### config.mk
export PLATFORM = sky130hd
export DESIGN_NAME = dmem_arbiter_flat
export DESIGN_NICKNAME = d
export VERILOG_FILES = /design/src/rtl/dmem_arbiter_pkg.sv /design/src/rtl/dmem_arbiter_if.sv /design/src/rtl/dmem_arbiter_rr_arb2.sv /design/src/rtl/dmem_arbiter.sv /design/src/flat_wrapper.sv
export SDC_FILE = /design/constraint.sdc
export NUM_CORES = 1
export LEC_CHECK = 0
export CAP_MARGIN = 20
export CORE_MARGIN = 10
export CORE_UTILIZATION = 35
export CTS_CLUSTER_DIAMETER = 200
export DETAILED_ROUTE_END_ITERATION = 10
export GPL_ROUTABILITY_DRIVEN = 1
export MAX_ROUTING_LAYER = met4
export PLACE_DENSITY = 0.65
export SLEW_MARGIN = 25
export SYNTH_ARGS = -nofsm -noshare
export SYNTH_HDL_FRONTEND = slang
export SYNTH_SLANG_ARGS = --single-unit
### constraint.sdc
create_clock -name clk -period 4.7 [get_ports clk]
set_input_delay 0.705 -clock clk [delete_from_list [all_inputs] [get_ports clk]]
set_output_delay 0.705 -clock clk [all_outputs]
set_load 0.005 [all_outputs]
### src/rtl/dmem_arbiter_pkg.sv
// Shared definitions for the two-requester data-memory arbiter.
// Holds the FSM state encoding, wait-counter sizing and request decoding.
package dmem_arbiter_pkg;

    typedef enum logic [1:0] {
        ST_IDLE  = 2'd0,
        ST_ISSUE = 2'd1,
        ST_WAIT  = 2'd2,
        ST_DONE  = 2'd3
    } state_t;

    localparam int unsigned MAX_WAIT_DEFAULT = 255;
    localparam int unsigned WAIT_CNT_W       = 8;

    // A port is requesting only when exactly one of read/write is high.
    function automatic logic is_requesting(input logic rd, input logic wr);
        return rd ^ wr;
    endfunction

    function automatic logic is_illegal(input logic rd, input logic wr);
        return rd & wr;
    endfunction

endpackage

### src/rtl/dmem_arbiter_if.sv
// Bundle of requester-side and memory-side signals around dmem_arbiter.
// slave is the arbiter's view; master is the view of the CPU/DMA/memory environment.
interface dmem_arbiter_if #(
    parameter int unsigned ADDR_W = 8,
    parameter int unsigned DATA_W = 8
);
    logic              read0;
    logic              write0;
    logic [ADDR_W-1:0] address0;
    logic [DATA_W-1:0] write_data0;
    logic [DATA_W-1:0] read_data0;
    logic              busy_wait0;

    logic              read1;
    logic              write1;
    logic [ADDR_W-1:0] address1;
    logic [DATA_W-1:0] write_data1;
    logic [DATA_W-1:0] read_data1;
    logic              busy_wait1;

    logic              mem_read;
    logic              mem_write;
    logic [ADDR_W-1:0] mem_address;
    logic [DATA_W-1:0] mem_write_data;
    logic [DATA_W-1:0] mem_read_data;
    logic              mem_busy_wait;

    logic              err_timeout;
    logic              err_illegal;

    modport slave (
        input  read0, write0, address0, write_data0,
        output read_data0, busy_wait0,
        input  read1, write1, address1, write_data1,
        output read_data1, busy_wait1,
        output mem_read, mem_write, mem_address, mem_write_data,
        input  mem_read_data, mem_busy_wait,
        output err_timeout, err_illegal
    );

    modport master (
        output read0, write0, address0, write_data0,
        input  read_data0, busy_wait0,
        output read1, write1, address1, write_data1,
        input  read_data1, busy_wait1,
        input  mem_read, mem_write, mem_address, mem_write_data,
        output mem_read_data, mem_busy_wait,
        input  err_timeout, err_illegal
    );

endinterface

### src/rtl/dmem_arbiter_rr_arb2.sv
// Two-way round-robin arbiter; the pointer names the port favoured on a tie
// and is moved to the port not granted last when a transaction retires.
module rr_arb2 (
    input  logic clk,
    input  logic reset,
    input  logic req0,
    input  logic req1,
    input  logic advance,
    input  logic last_grant,
    output logic grant_valid,
    output logic grant_idx
);

    logic ptr;

    always_ff @(posedge clk) begin
        if (reset) begin
            ptr <= 1'b0;
        end else if (advance) begin
            ptr <= ~last_grant;
        end
    end

    always_comb begin
        grant_valid = req0 | req1;
        grant_idx   = 1'b0;
        if (req0 && req1) begin
            grant_idx = ptr;
        end else if (req1) begin
            grant_idx = 1'b1;
        end
    end

endmodule

### src/rtl/dmem_arbiter.sv
// Arbitrates a CPU port (0) and a DMA port (1) onto one data memory,
// one transaction at a time, with a memory-wait timeout and illegal-request flag.
module dmem_arbiter
    import dmem_arbiter_pkg::*;
#(
    parameter int unsigned ADDR_W   = 8,
    parameter int unsigned DATA_W   = 8,
    parameter int unsigned MAX_WAIT = MAX_WAIT_DEFAULT
) (
    input logic           clk,
    input logic           reset,
    dmem_arbiter_if.slave bus
);

    localparam logic [WAIT_CNT_W-1:0] WAIT_LIMIT = WAIT_CNT_W'(MAX_WAIT - 1);

    state_t                state;
    state_t                state_next;

    logic                  grant_q;
    logic                  op_write_q;
    logic [ADDR_W-1:0]     addr_q;
    logic [DATA_W-1:0]     wdata_q;
    logic [WAIT_CNT_W-1:0] wait_cnt;
    logic                  err_timeout_q;
    logic                  err_illegal_q;
    logic [DATA_W-1:0]     rdata0_q;
    logic [DATA_W-1:0]     rdata1_q;

    logic                  req0;
    logic                  req1;
    logic                  illegal_any;
    logic                  grant_valid;
    logic                  grant_idx;

    logic                  take_grant;
    logic                  capture;
    logic                  timeout_hit;
    logic                  cnt_inc;
    logic                  cmd_active;

    assign req0        = is_requesting(bus.read0, bus.write0);
    assign req1        = is_requesting(bus.read1, bus.write1);
    assign illegal_any = is_illegal(bus.read0, bus.write0) | is_illegal(bus.read1, bus.write1);

    rr_arb2 u_rr_arb2 (
        .clk        (clk),
        .reset      (reset),
        .req0       (req0),
        .req1       (req1),
        .advance    (state == ST_DONE),
        .last_grant (grant_q),
        .grant_valid(grant_valid),
        .grant_idx  (grant_idx)
    );

    always_ff @(posedge clk) begin
        if (reset) begin
            state <= ST_IDLE;
        end else begin
            state <= state_next;
        end
    end

    always_comb begin
        state_next  = state;
        take_grant  = 1'b0;
        capture     = 1'b0;
        timeout_hit = 1'b0;
        cnt_inc     = 1'b0;
        case (state)
            ST_IDLE: begin
                if (grant_valid) begin
                    take_grant = 1'b1;
                    state_next = ST_ISSUE;
                end
            end
            ST_ISSUE: begin
                state_next = ST_WAIT;
            end
            ST_WAIT: begin
                // Completion wins over timeout when both occur in the same cycle.
                if (!bus.mem_busy_wait) begin
                    capture    = 1'b1;
                    state_next = ST_DONE;
                end else if (wait_cnt == WAIT_LIMIT) begin
                    timeout_hit = 1'b1;
                    state_next  = ST_DONE;
                end else begin
                    cnt_inc = 1'b1;
                end
            end
            ST_DONE: begin
                state_next = ST_IDLE;
            end
            default: begin
                state_next = ST_IDLE;
            end
        endcase
    end

    always_ff @(posedge clk) begin
        if (reset) begin
            grant_q       <= 1'b0;
            op_write_q    <= 1'b0;
            addr_q        <= '0;
            wdata_q       <= '0;
            wait_cnt      <= '0;
            err_timeout_q <= 1'b0;
            err_illegal_q <= 1'b0;
            rdata0_q      <= '0;
            rdata1_q      <= '0;
        end else begin
            err_illegal_q <= illegal_any;
            if (take_grant) begin
                grant_q    <= grant_idx;
                op_write_q <= grant_idx ? bus.write1 : bus.write0;
                addr_q     <= grant_idx ? bus.address1 : bus.address0;
                wdata_q    <= grant_idx ? bus.write_data1 : bus.write_data0;
                wait_cnt   <= '0;
            end
            if (cnt_inc) begin
                wait_cnt <= wait_cnt + 1'b1;
            end
            if (timeout_hit) begin
                err_timeout_q <= 1'b1;
            end
            if (capture && !op_write_q) begin
                if (grant_q) begin
                    rdata1_q <= bus.mem_read_data;
                end else begin
                    rdata0_q <= bus.mem_read_data;
                end
            end
        end
    end

    assign cmd_active = (state == ST_ISSUE) || (state == ST_WAIT);

    assign bus.mem_read       = cmd_active & ~op_write_q;
    assign bus.mem_write      = cmd_active & op_write_q;
    assign bus.mem_address    = cmd_active ? addr_q : '0;
    assign bus.mem_write_data = (cmd_active && op_write_q) ? wdata_q : '0;

    assign bus.busy_wait0 = req0 & ~((state == ST_DONE) && (grant_q == 1'b0));
    assign bus.busy_wait1 = req1 & ~((state == ST_DONE) && (grant_q == 1'b1));

    assign bus.read_data0  = rdata0_q;
    assign bus.read_data1  = rdata1_q;
    assign bus.err_timeout = err_timeout_q;
    assign bus.err_illegal = err_illegal_q;

endmodule

### src/flat_wrapper.sv
// flat-port wrapper written by rule: the top's interface ports become plain ports
module dmem_arbiter_flat import dmem_arbiter_pkg::*;
#(
    parameter int unsigned ADDR_W   = 8,
    parameter int unsigned DATA_W   = 8,
    parameter int unsigned MAX_WAIT = MAX_WAIT_DEFAULT
)
  (clk, reset, bus_read0, bus_write0, bus_address0, bus_write_data0, bus_read_data0, bus_busy_wait0, bus_read1, bus_write1, bus_address1, bus_write_data1, bus_read_data1, bus_busy_wait1, bus_mem_read, bus_mem_write, bus_mem_address, bus_mem_write_data, bus_mem_read_data, bus_mem_busy_wait, bus_err_timeout, bus_err_illegal);
  dmem_arbiter_if #(.ADDR_W(ADDR_W), .DATA_W(DATA_W)) bus_i ();
  input logic clk;
  input logic reset;
  input wire logic [$bits(bus_i.read0)-1:0] bus_read0;
  input wire logic [$bits(bus_i.write0)-1:0] bus_write0;
  input wire logic [$bits(bus_i.address0)-1:0] bus_address0;
  input wire logic [$bits(bus_i.write_data0)-1:0] bus_write_data0;
  output wire logic [$bits(bus_i.read_data0)-1:0] bus_read_data0;
  output wire logic [$bits(bus_i.busy_wait0)-1:0] bus_busy_wait0;
  input wire logic [$bits(bus_i.read1)-1:0] bus_read1;
  input wire logic [$bits(bus_i.write1)-1:0] bus_write1;
  input wire logic [$bits(bus_i.address1)-1:0] bus_address1;
  input wire logic [$bits(bus_i.write_data1)-1:0] bus_write_data1;
  output wire logic [$bits(bus_i.read_data1)-1:0] bus_read_data1;
  output wire logic [$bits(bus_i.busy_wait1)-1:0] bus_busy_wait1;
  output wire logic [$bits(bus_i.mem_read)-1:0] bus_mem_read;
  output wire logic [$bits(bus_i.mem_write)-1:0] bus_mem_write;
  output wire logic [$bits(bus_i.mem_address)-1:0] bus_mem_address;
  output wire logic [$bits(bus_i.mem_write_data)-1:0] bus_mem_write_data;
  input wire logic [$bits(bus_i.mem_read_data)-1:0] bus_mem_read_data;
  input wire logic [$bits(bus_i.mem_busy_wait)-1:0] bus_mem_busy_wait;
  output wire logic [$bits(bus_i.err_timeout)-1:0] bus_err_timeout;
  output wire logic [$bits(bus_i.err_illegal)-1:0] bus_err_illegal;
  assign bus_i.read0 = bus_read0;
  assign bus_i.write0 = bus_write0;
  assign bus_i.address0 = bus_address0;
  assign bus_i.write_data0 = bus_write_data0;
  assign bus_read_data0 = bus_i.read_data0;
  assign bus_busy_wait0 = bus_i.busy_wait0;
  assign bus_i.read1 = bus_read1;
  assign bus_i.write1 = bus_write1;
  assign bus_i.address1 = bus_address1;
  assign bus_i.write_data1 = bus_write_data1;
  assign bus_read_data1 = bus_i.read_data1;
  assign bus_busy_wait1 = bus_i.busy_wait1;
  assign bus_mem_read = bus_i.mem_read;
  assign bus_mem_write = bus_i.mem_write;
  assign bus_mem_address = bus_i.mem_address;
  assign bus_mem_write_data = bus_i.mem_write_data;
  assign bus_i.mem_read_data = bus_mem_read_data;
  assign bus_i.mem_busy_wait = bus_mem_busy_wait;
  assign bus_err_timeout = bus_i.err_timeout;
  assign bus_err_illegal = bus_i.err_illegal;
  dmem_arbiter #(.ADDR_W(ADDR_W), .DATA_W(DATA_W), .MAX_WAIT(MAX_WAIT)) u_core (.clk(clk), .reset(reset), .bus(bus_i));
endmodule
==> key figures <==
Synth
  • Synth top area cells: dfxtp_1 42%, mux2i_1 8.0%, nand2_1 6.5%
  • Synth Area in Simple Gates: 21.46%
  • Post-synth EDFFs: 0
  • Post-synth cell types: 39
  • Synth Area in XOR/XNOR: 0.7804%
  • Mux cell area share after synthesis: 9.030%
  • Top FF cell, synth: dfxtp_1
  • Post-synth ARST share: 0%
  • Synthesis warning total: 0
  • Synth Instances: 253
  • Seq/Total Area, Yosys: 41.92%
  • Post-Synth Adder-Cell Area: 4.459%
  • Synth top area share: 41.92%
  • Synth Net Count: 308
  • Synth Area in Compound Gates: 16.95%
  • Syn Std Cell Area: 2245 um^2
  • Yosys reg bits: 47
  • Largest family of logic cells by synthesized area: simple AND/OR/NAND/NOR gates
  • Syn Area/Cell: 8.872 um^2
  • Leading area contributor after synthesis: dfxtp_1

Power
  • Pwr dens: 390.3 nW/um^2
  • Tot Pwr: 1.251 mW
  • Peak supply drop: 0.2352 mV
  • Leak: 1.291 nW

Route
  • WL/cell: 14.74 um
  • Via count: 1,964
  • # DRC: 0
  • Router iterations before antenna repair: 4
  • Vias/cell: 4.814
  • Routed wire length: 6015 um
  • Detailed Route Iter0 Violations: 65
  • Detail Route Antenna Nets: 0

Floorplanning
  • Die X: 100.1 um
  • Cell Rows: 29
  • Die footprint: 10,020 um^2
  • Die Y-Extent: 100.1 um
  • Initial core utilization: 35.76%
  • Core area: 6277 um^2
  • I/O pin total: 85

Placed design
  • IO buf count: 84
  • Pre-CTS setup slack: 1.679 ns
  • Placer Congestion: 0.7366
  • Placed Area: 3112 um^2
  • Cell count after placement: 400
  • HPWL Detailed: 4512 um

Worst setup path
  • Critical Path RT: 3.99 ns
  • Worst r2r path cells: 6
  • Worst setup SP type: input pin
  • End of the worst register-to-register path: u_core.wait_cnt[0]$_SDFFE_PP0P_
  • Critical R2R Launch: u_core.state[1]$_SDFFE_PP0P_
  • Crit path DAT: 2.30 ns
  • R2R Setup Slk: 2.80 ns
  • CP endpoint kind: output port
  • Critical path class: in -> out
  • Crit Path Max Fanout: 5
  • Setup crit start: bus_write1

Worst hold path
  • Worst Hold Class: reg -> reg
  • Worst hold start: u_core.bus.read_data1[4]$_SDFFE_PP0P_
  • WHS Endpoint: u_core.bus.read_data1[4]$_SDFFE_PP0P_
  • Hold depth: 2

Global route
  • Initial antenna violation count: 0
  • First-pass GRT wire length: 10,070 um
  • Largest net degree at the start of global routing: 36
  • Vias in the first global route: 2,062
  • GRT Total Usage: 12.60%
  • Gr ovfl total: 0

Clock network
  • CTS sink cnt: 47
  • H-tree depth: 2
  • Max clock buf depth: 2
  • CTS buffer count: 5
  • Reg clk slew, reported paths: 0.09 ns
  • CTS tree: yes
  • Postcts setup bufs: 0
  • Post_cts resized: 0
  • CTS root buffer: clkbuf_8
  • Hold buffer count at CTS: 0
  • Worst-skew pair later-pin latency: 0.30 ns

Finish
  • Layout Cells excl Fill: 408
  • Layout cells sized above 1: 6.647%
  • Layout area overhead: 42.75%
  • Post-route cell area: 3204 um^2
  • Fin util: 51.05%
  • Commonest cells after routing, fill and taps aside: 84 x clkdlybuf4s50_1, 47 x dfxtp_1, 39 x nand2_1, 27 x nor2_1, 19 x a21oi_1
  • Commonest non-fill, non-tap cell in the layout: clkdlybuf4s50_1
  • Nets@finish: 385
  • Ant diodes: 0

Timing
  • Fin. Hold Viols: 0
  • Fmax: 332.4 MHz
  • Fin. max-slew vios: 0
  • Hold WS: 0.4578 ns
  • RSZ-0062 raised after global routing: false
  • Final setup violating endpoints: 0
  • Worst Skew: 0.005834 ns
  • Setup WS post-layout: 1.691 ns
  • Minimum clock period: 3.009 ns
  • Period utilization: 64.01%
  • Worst Max-Slew Pin Slew: 0.9280 ns
  • Max-slew headroom: 37.94%
  • Setup TNS Final: 0 ns

Outcome
  • Status: finished clean

Run
  • Max Cap Violations: 0
[layer usage]
metal | track usage (%) | vias to the layer above | wire (um)
met4 | 3.261 | 0 | 65
met1 | 15.42 | 858 | 2906
met5 | - | - | 0
met3 | 5.838 | 5 | 509
li1 | - | 1037 | -
met2 | 18.32 | 64 | 2533
[layout make-up]
cell class / count / area, um^2
Fill cell: 646 / 3073
Multi-Input combinational cell: 184 / 1196
Sequential cell: 47 / 940.9
Timing Repair Buffer: 86 / 855.8
Tap cell: 77 / 96.34
Clock buffer: 5 / 68.82
Clock inverter: 3 / 23.77
Inverter: 6 / 22.52
[how the worst max path moves through the flow]
stage | endpoint | slack [ns] | cells past startpoint
2_1_floorplan | u_core.wait_cnt[0]$_SDFFE_PP0P_ | 2.75 | 6
3_3_place_gp | u_core.wdata_q[5]$_SDFFE_PP0P_ | 1.72 | 6
3_5_place_dp | bus_busy_wait1 | 1.68 | 4
6_report | bus_busy_wait1 | 1.69 | 4
4_1_cts | bus_busy_wait1 | 1.69 | 4
5_1_grt | bus_busy_wait1 | 1.63 | 4
[cell usage after synthesis, types with 2 or more instances]
master    number
buf_2          2
and3_1        13
mux2_2         2
a211oi_1      18
nand2_1       39
and2_1         9
clkbuf_1       9
buf_4          2
nand3_1        5
mux2i_1       18
inv_1          6
a21oi_1       19
nor2b_1        3
a22o_1         2
ha_1           8
dfxtp_1       47
nor2_1        27
a221o_2        3
[power by group]
group / internal [mW] / leakage, nW / switching, mW
clock network: 0.106 / 0.0408 / 0.145
registers: 0.476 / 0.384 / 0.0501
logic: 0.237 / 0.866 / 0.236
[worst max-delay path, stage by stage]
cell and delay (ns):
clkdlybuf4s50_1 0.43, ha_1 0.40, a21boi_0 0.23, clkdlybuf4s50_1 0.54
[flip-flops by register name, indices dropped and copies added, names as in the netlist]
name and cells:
u_core.bus.read_data0 8, u_core.op_write_q 1, u_core.bus.read_data1 8, u_core.u_rr_arb2.ptr 1, u_core.bus.err_illegal 1, u_core.grant_q 1
u_core.wait_cnt 8, u_core.wdata_q 8, u_core.bus.err_timeout 1, u_core.state 2, u_core.addr_q 8
[cell families (layout without fill, tap and decap cells)]
group	Yosys count	after routing
AND/OR/NAND/NOR	102	102
AO/OA/AOI/OAI	52	52
flip-flops	47	47
buffers and inverters	22	100
multiplexers	20	20
adder cells (fa/ha/maj)	8	8
XOR/XNOR	2	2
No activity file was read; power rests on OpenSTA's default activity.
